[src/rtl/apb_uart_master_if.sv]
// apb_uart_master_if: APB bus between the requester and a UART completer
interface apb_uart_master_if;
  logic [31:0] PADDR;
  logic [31:0] PWDATA;
  logic [31:0] PRDATA;
  logic        PWRITE;
  logic        PSEL;
  logic        PENABLE;
  logic        PREADY;
  logic        PSLVERR;
  modport master (output PADDR, PWDATA, PWRITE, PSEL, PENABLE, input PRDATA, PREADY, PSLVERR);
  modport slave  (input PADDR, PWDATA, PWRITE, PSEL, PENABLE, output PRDATA, PREADY, PSLVERR);
endinterface

[src/rtl/apb_uart_master.sv]
// apb_uart_master: single-outstanding command to APB requester with wait timeout
module apb_uart_master #(
  parameter int TIMEOUT_CYCLES = 256
) (
  input  logic                      PCLK,
  input  logic                      PRESET,
  input  logic                      cmd_valid,
  output logic                      cmd_ready,
  input  logic                      cmd_write,
  input  logic [31:0]               cmd_addr,
  input  logic [31:0]               cmd_wdata,
  output logic                      rsp_valid,
  input  logic                      rsp_ready,
  output logic [31:0]               rsp_rdata,
  output logic                      rsp_err,
  output logic                      rsp_timeout,
  apb_uart_master_if.master         apb
);
  localparam int CW = $clog2(TIMEOUT_CYCLES + 1);
  typedef enum logic [1:0] {IDLE, SETUP, ACCESS, RESP} state_t;
  state_t state, state_d;
  logic [CW-1:0] cnt, cnt_d;
  logic [31:0] paddr, paddr_d, pwdata, pwdata_d, rdata_d;
  logic pwrite, pwrite_d, psel, psel_d, penable, penable_d;
  logic rv_d, err_d, to_d;
  assign cmd_ready = (state == IDLE) & ~PRESET;
  assign apb.PADDR = paddr;
  assign apb.PWDATA = pwdata;
  assign apb.PWRITE = pwrite;
  assign apb.PSEL = psel;
  assign apb.PENABLE = penable;
  always_ff @(posedge PCLK) begin
    if (PRESET) begin
      state <= IDLE;
      cnt <= '0;
      paddr <= '0;
      pwdata <= '0;
      pwrite <= 1'b0;
      psel <= 1'b0;
      penable <= 1'b0;
      rsp_valid <= 1'b0;
      rsp_rdata <= '0;
      rsp_err <= 1'b0;
      rsp_timeout <= 1'b0;
    end else begin
      state <= state_d;
      cnt <= cnt_d;
      paddr <= paddr_d;
      pwdata <= pwdata_d;
      pwrite <= pwrite_d;
      psel <= psel_d;
      penable <= penable_d;
      rsp_valid <= rv_d;
      rsp_rdata <= rdata_d;
      rsp_err <= err_d;
      rsp_timeout <= to_d;
    end
  end
  always_comb begin
    state_d = state;
    cnt_d = cnt;
    paddr_d = paddr;
    pwdata_d = pwdata;
    pwrite_d = pwrite;
    psel_d = psel;
    penable_d = penable;
    rv_d = rsp_valid;
    rdata_d = rsp_rdata;
    err_d = rsp_err;
    to_d = rsp_timeout;
    case (state)
      IDLE: if (cmd_valid) begin
        if (cmd_addr[1:0] == 2'b00) begin
          state_d = SETUP;
          psel_d = 1'b1;
          paddr_d = cmd_addr;
          pwrite_d = cmd_write;
          pwdata_d = cmd_write ? cmd_wdata : '0;
        end else begin
          state_d = RESP;
          rv_d = 1'b1;
          rdata_d = '0;
          err_d = 1'b1;
          to_d = 1'b0;
        end
      end
      SETUP: begin
        state_d = ACCESS;
        penable_d = 1'b1;
        cnt_d = '0;
      end
      ACCESS: if (apb.PREADY || cnt == CW'(TIMEOUT_CYCLES - 1)) begin
        state_d = RESP;
        psel_d = 1'b0;
        penable_d = 1'b0;
        rv_d = 1'b1;
        rdata_d = (apb.PREADY && !pwrite && !apb.PSLVERR) ? apb.PRDATA : '0;
        err_d = apb.PREADY ? apb.PSLVERR : 1'b1;
        to_d = ~apb.PREADY;
      end else begin
        cnt_d = cnt + CW'(1);
      end
      RESP: if (rsp_ready) begin
        state_d = IDLE;
        rv_d = 1'b0;
      end
      default: state_d = IDLE;
    endcase
  end
endmodule

[src/flat_wrapper.sv]
// flat-port wrapper written by rule: the top's interface ports become plain ports
module apb_uart_master_flat 
#(
  parameter int TIMEOUT_CYCLES = 256
)
  (PCLK, PRESET, cmd_valid, cmd_ready, cmd_write, cmd_addr, cmd_wdata, rsp_valid, rsp_ready, rsp_rdata, rsp_err, rsp_timeout, apb_PADDR, apb_PWDATA, apb_PWRITE, apb_PSEL, apb_PENABLE, apb_PRDATA, apb_PREADY, apb_PSLVERR);
  apb_uart_master_if apb_i ();
  input  logic PCLK;
  input  logic PRESET;
  input  logic cmd_valid;
  output logic cmd_ready;
  input  logic cmd_write;
  input  logic [31:0] cmd_addr;
  input  logic [31:0] cmd_wdata;
  output logic rsp_valid;
  input  logic rsp_ready;
  output logic [31:0] rsp_rdata;
  output logic rsp_err;
  output logic rsp_timeout;
  output wire logic [$bits(apb_i.PADDR)-1:0] apb_PADDR;
  output wire logic [$bits(apb_i.PWDATA)-1:0] apb_PWDATA;
  output wire logic [$bits(apb_i.PWRITE)-1:0] apb_PWRITE;
  output wire logic [$bits(apb_i.PSEL)-1:0] apb_PSEL;
  output wire logic [$bits(apb_i.PENABLE)-1:0] apb_PENABLE;
  input wire logic [$bits(apb_i.PRDATA)-1:0] apb_PRDATA;
  input wire logic [$bits(apb_i.PREADY)-1:0] apb_PREADY;
  input wire logic [$bits(apb_i.PSLVERR)-1:0] apb_PSLVERR;
  assign apb_PADDR = apb_i.PADDR;
  assign apb_PWDATA = apb_i.PWDATA;
  assign apb_PWRITE = apb_i.PWRITE;
  assign apb_PSEL = apb_i.PSEL;
  assign apb_PENABLE = apb_i.PENABLE;
  assign apb_i.PRDATA = apb_PRDATA;
  assign apb_i.PREADY = apb_PREADY;
  assign apb_i.PSLVERR = apb_PSLVERR;
  apb_uart_master #(.TIMEOUT_CYCLES(TIMEOUT_CYCLES)) u_core (.PCLK(PCLK), .PRESET(PRESET), .cmd_valid(cmd_valid), .cmd_ready(cmd_ready), .cmd_write(cmd_write), .cmd_addr(cmd_addr), .cmd_wdata(cmd_wdata), .rsp_valid(rsp_valid), .rsp_ready(rsp_ready), .rsp_rdata(rsp_rdata), .rsp_err(rsp_err), .rsp_timeout(rsp_timeout), .apb(apb_i));
endmodule
[config.mk]
export PLATFORM = sky130hd
export DESIGN_NAME = apb_uart_master_flat
export DESIGN_NICKNAME = d
export VERILOG_FILES = /design/src/rtl/apb_uart_master_if.sv /design/src/rtl/apb_uart_master.sv /design/src/flat_wrapper.sv
export SDC_FILE = /design/constraint.sdc
export NUM_CORES = 1
export LEC_CHECK = 0
export CORE_MARGIN = 3
export CORE_UTILIZATION = 38
export CTS_CLUSTER_SIZE = 28
export DETAILED_ROUTE_END_ITERATION = 10
export MAX_ROUTING_LAYER = met4
export PLACE_DENSITY = 0.79
export REMOVE_ABC_BUFFERS = 1
export SYNTH_ARGS = -nofsm -noshare
export SYNTH_HDL_FRONTEND = slang
export SYNTH_SLANG_ARGS = --single-unit
[constraint.sdc]
create_clock -name PCLK -period 2.1 [get_ports PCLK]
set_input_delay 0.63 -clock PCLK [delete_from_list [all_inputs] [get_ports PCLK]]
set_output_delay 0.63 -clock PCLK [all_outputs]
set_load 0.01 [all_outputs]
Word level (Yosys, flattened, before mapping)
Cells that the tools add are included.
{ "word_totals": {"reg_bits": 113, "input_bits": 103, "wordCells": 72} }
{ "op_classes": {"n_eq_ne": 10, "reduce_logical": 17, "bitwise": 3, "n_mux": 30, "n_addsub": 1} }
{ "op_table": {"columns": ["operator", "n"], "rows": [
  ["32-bit 2-to-1 mux", 5],
  ["32-bit case mux with 2 select lines", 1],
  ["9-bit case mux with 2 select lines", 1],
  ["1-bit 2-to-1 mux", 12],
  ["2-bit != test (second input constant)", 5],
  ["9-bit by 1-bit adder with 9-bit output (second input constant)", 1],
  ["9-bit by 8-bit == test with 1-bit output (second input constant)", 1],
  ["9-bit 2-to-1 mux", 1],
  ["2-bit 2-to-1 mux", 4],
  ["1-bit case mux with 2 select lines", 4],
  ["2-bit case mux with 4 select lines", 1],
  ["4-bit AND reduction", 2],
  ["3-bit AND reduction", 2],
  ["5-bit AND reduction", 1],
  ["2-bit == test (second input constant)", 2],
  ["2-bit zero test", 2],
  ["2-bit AND reduction", 2],
  ["2-bit nonzero test", 2],
  ["1-bit case mux with 3 select lines", 1],
  ["3-bit nonzero test", 1],
  ["2-bit by 1-bit == test with 1-bit output (second input constant)", 1],
  ["1-bit logical AND", 2],
  ["1-bit zero test", 2],
  ["2-bit by 1-bit != test with 1-bit output (second input constant)", 1],
  ["other kinds (3)", 4]
]} }

Logic depth before layout (Yosys ltp)
{ "depth": {"ltp_word": 6, "ltp_mapped": 10, "mapped_depth_nobuf": 7} }

Worst setup path after synthesis
Ideal clock, no wire load.
{ "synth_timing": {"path_type": "register -> register", "from": "register u_core.cnt[0]", "to": "register u_core.rsp_err", "slack_ns": 0.065, "t_required_ns": 2.021, "t_arrival_ns": 1.955, "period_less_slack_ns": 2.035, "path_stages_with_launch": 11, "path_buffers": 3, "setup_time_ns": 0.079, "cell_sequence": "dfxtp_1 -> ha_1 -> nand3_1 -> nor2_1 -> ha_1 -> or3b_1 -> buf_2 -> and3_4 -> buf_6 -> buf_6 -> a211oi_2"} }
{ "synth_via": {"elab_chain_cells": 4} }
{ "synth_rtl": {"columns": ["item", "line_no", "rtl"], "rows": [
  ["from (decl)", "apb_uart_master.sv:22", "logic [CW-1:0] cnt, cnt_d;"],
  ["from (signal assigned)", "apb_uart_master.sv:47", "cnt <= cnt_d;"],
  ["9-bit by 8-bit == test with 1-bit output", "apb_uart_master.sv:92", "ACCESS: if (apb.PREADY || cnt == CW'(TIMEOUT_CYCLES - 1)) begin"],
  ["1-bit logical OR", "apb_uart_master.sv:92", null],
  ["2-bit by 1-bit != test with 1-bit output (no source line)", null, null],
  ["4-bit AND reduction (no source line)", null, null],
  ["to (signal assigned)", "apb_uart_master.sv:55", "rsp_err <= err_d;"],
  ["to (decl)", "apb_uart_master.sv:15", "output logic rsp_err,"]
]} }
No other way between the ends.
A chain may end at the register's enable or synchronous reset.

Final worst setup path
{ "layout_timing": {"from": "register u_core.pwrite (netlist: u_core.apb.PWRITE)", "to": "output apb_PWRITE"} }
{ "layout_lines": {"columns": ["item", "line_no", "rtl"], "rows": [
  ["from (decl)", "apb_uart_master.sv:24", "logic pwrite, pwrite_d, psel, psel_d, penable, penable_d;"],
  ["from (signal assigned)", "apb_uart_master.sv:50", "pwrite <= pwrite_d;"],
  ["to (decl)", "flat_wrapper.sv:22", "output wire logic [$bits(apb_i.PWRITE)-1:0] apb_PWRITE;"]
]} }
No word-level cell between the ends.

==> run summary <==
WP buf/inv: 1
Synthesized cell area: 4540 um2
Worst-Skew Late Latency: 410 ps
Clock buffer depth: 2
Cells after Synth: 537
CP delay by family, top: buffers and inverters
Max Cap Violations: 0
Initial antenna violation count: 0
Critical Path End Type: primary output
Remaining DRCs: 0
Die Footprint: 13300 um2
DRT met1 WL: 5950 um
Worst-path fanout max: 3
Final setup vio count: 0
Core Footprint: 11600 um2
Top Metal Used: met4
GRT Total Usage: 22.2%
Layout Area Growth over Synthesis: 64.9%
Row cnt: 39
Lkg Pwr: 0.00266 uW
Cell area after layout: 7490 um2
Sum of negative setup slack: 0 ps
CTS clk-pin slew, worst paths: 50 ps
Via count: 4617
Status: finished clean
Least-Margin Pin Slew: 525 ps
Grt total ovfl: 0
Fmax: 503 MHz
Core Util, Final: 64.8%
Num CTS Buffers: 17
Maximum vdd drop: 0.536 mV
GPL Wtd Cong: 0.881
Clock Skew: 4.81 ps
Post-detailed-route via-to-cell ratio: 5.15
Cell Count, Final, Fillers Out: 897
Post-Synthesis Mean Instance Area: 8.46 um2
Initial core utilization: 39.3%
DRT iter0 DRCs: 394
Final Hold Viols: 0
Number of synthesized flops with an enable pin: 0
Die Y: 115 um
Nets: 853
Flip-flop and latch count after synthesis: 113
Number of library cell types mapped by synthesis: 36
Routed Antenna Nets: 0
HP Class: reg -> reg
Post-synth ARST share: 0%
First-pass GRT wire length: 22500 um
Worst Setup Start Kind: flop
Boundary Pins: 206
Routed WL per cell: 16.0 um
CTS tree: done
Die W: 115 um
CP Class: reg -> out
Cell Area, Placed: 6870 um2
Register area share after synthesis: 49.8%
Slew headroom: 65.0%
Final Cycle Share: 94.6%
Top cell type's share of synthesized area: 49.8%
CTS root buf: clkbuf_16
Ranking of synthesized cells by area: dfxtp_1, nand2_1, mux2i_1
PwrDens: 910 nW/um2
Buffers on Ports: 205
# diodes: 0
Share of layout cells above drive strength 1: 9.95%
DP Wirelength: 10100 um
# hold bufs at CTS: 0
Post-Place Cells: 865
DR pass1 iterations: 5
Filler cell count: 930
Req. time, crit path: 1470 ps
Final Total Pwr: 6820 uW
Minimum clock period: 1990 ps
Max stage delay on crit path: 600 ps
WL met2: 7040 um
Syn. warnings: 0
Synth Flop Type: dfxtp_1
Crit-path cells: clkdlybuf4s50_1
DRT Wirelength: 14400 um
Number of global-route vias before repair: 4514
Final Max Slew Viols: 0
Met3 WL: 1100 um
Synth area leader: dfxtp_1
CTS Sinks: 113
Largest net degree at the start of global routing: 61
CP arrival: 1360 ps
Slowest cell on crit path: clkdlybuf4s50_1
H-tree depth: 4
-- cell type report --
cell class / count / area (um2) / share of cell area (%)
inverters: 6 / 22.5 / 0.301
clock buffers: 27 / 543 / 7.25
well taps: 143 / 179 / 2.39
multi-input cells: 373 / 2120 / 28.3
clock inverters: 3 / 43.8 / 0.584
flip-flops and latches: 113 / 2260 / 30.2
repair buffers: 232 / 2320 / 31.0
-- placed cells by master, fill, tap and decap left out, types with 2 or more instances in the layout --
cell type and n:
clkdlybuf4s50_1 203, nand2_1 131, dfxtp_1 111, nand3_1 78, a21oi_1 70, mux2i_1 39
buf_4 21, clkbuf_16 17, clkbuf_8 8, nand2b_1 6, nand3b_1 6, ha_1 6
buf_12 6, inv_1 5, nor2_1 4, a211oi_2 4, nand4_1 2, and3_1 2
and3_4 2, a31oi_1 2, o21ai_0 2, clkbuf_1 2, buf_2 2, dfxtp_2 2
-- worst min-delay path, stage by stage (launching register included) --
cell and delay [ps]:
dfxtp_1 300, nand2_1 50, a21oi_1 50
-- flip-flops by register name, summed over array words and instances, names as in the netlist --
signal,count
u_core.rsp_valid,1
u_core.rsp_err,1
u_core.cnt,9
u_core.state,2
u_core.apb.PADDR,32
u_core.apb.PENABLE,1
u_core.apb.PSEL,1
u_core.apb.PWRITE,1
u_core.rsp_timeout,1
u_core.rsp_rdata,32
u_core.apb.PWDATA,32
-- path summary, 6_finish.rpt --
| kind | from | endpoint | slack (ps) | cells after the start |
|---|---|---|---|---|
| worst max-delay path | u_core.apb.PWRITE$_SDFFE_PP0P_ | apb_PWRITE | 110 | 1 |
| worst min-delay path | u_core.apb.PWDATA[17]$_SDFFE_PP0P_ | u_core.apb.PWDATA[17]$_SDFFE_PP0P_ | 450 | 2 |
| worst max register to register | u_core.cnt[1]$_SDFFE_PP0P_ | u_core.cnt[5]$_SDFFE_PP0P_ | 120 | 8 |
| worst min register to register | u_core.apb.PWDATA[17]$_SDFFE_PP0P_ | u_core.apb.PWDATA[17]$_SDFFE_PP0P_ | 450 | 2 |
-- Yosys cell counts (3+ instances only) --
| cell type | count |
|---|---|
| dfxtp_1 | 113 |
| buf_6 | 4 |
| nand3b_1 | 6 |
| ha_1 | 7 |
| mux2i_1 | 39 |
| nand2_1 | 131 |
| nor2_1 | 5 |
| nand2b_1 | 6 |
| a211oi_1 | 3 |
| nand3_1 | 78 |
| clkbuf_1 | 40 |
| inv_1 | 6 |
| a21oi_1 | 70 |
-- power breakdown --
part / switching [uW] / internal, uW / total, uW
clock network: 921 / 1860 / 2790
logic: 835 / 850 / 1680
registers: 73.6 / 2280 / 2350
total: 1830 / 4990 / 6820
-- through the flow --
step	setup WS [ps]	hold slack, ps
final	113	447
after CTS	0.818	449
after detailed placement	-284	443
after global placement	-203	437
after global routing	-2.86	464
after floorplan	-3550	442
-- cells by family after synthesis --
group | count (synthesis) | synth area share [%]
fa+ha+maj | 7 | 1.93
compound gates | 84 | 10.2
flops | 113 | 49.8
buf+inv | 52 | 5.01
mux | 40 | 8.84
simple gates | 241 | 24.2
-- per-layer routing --
layer / global-route usage, % / vias up
li1: - / 2244
met1: 25.0 / 2170
met2: 36.6 / 182
met3: 6.68 / 21
met4: 9.08 / 0
met5: - / -
-- timing repair --
action,CTS,global route
pin swaps,1,1
gates cloned,1,0
buffers inserted,0,1
setup endpoints to repair,38,21
gates resized for setup,7,7
(Power assumes the default switching activity.)
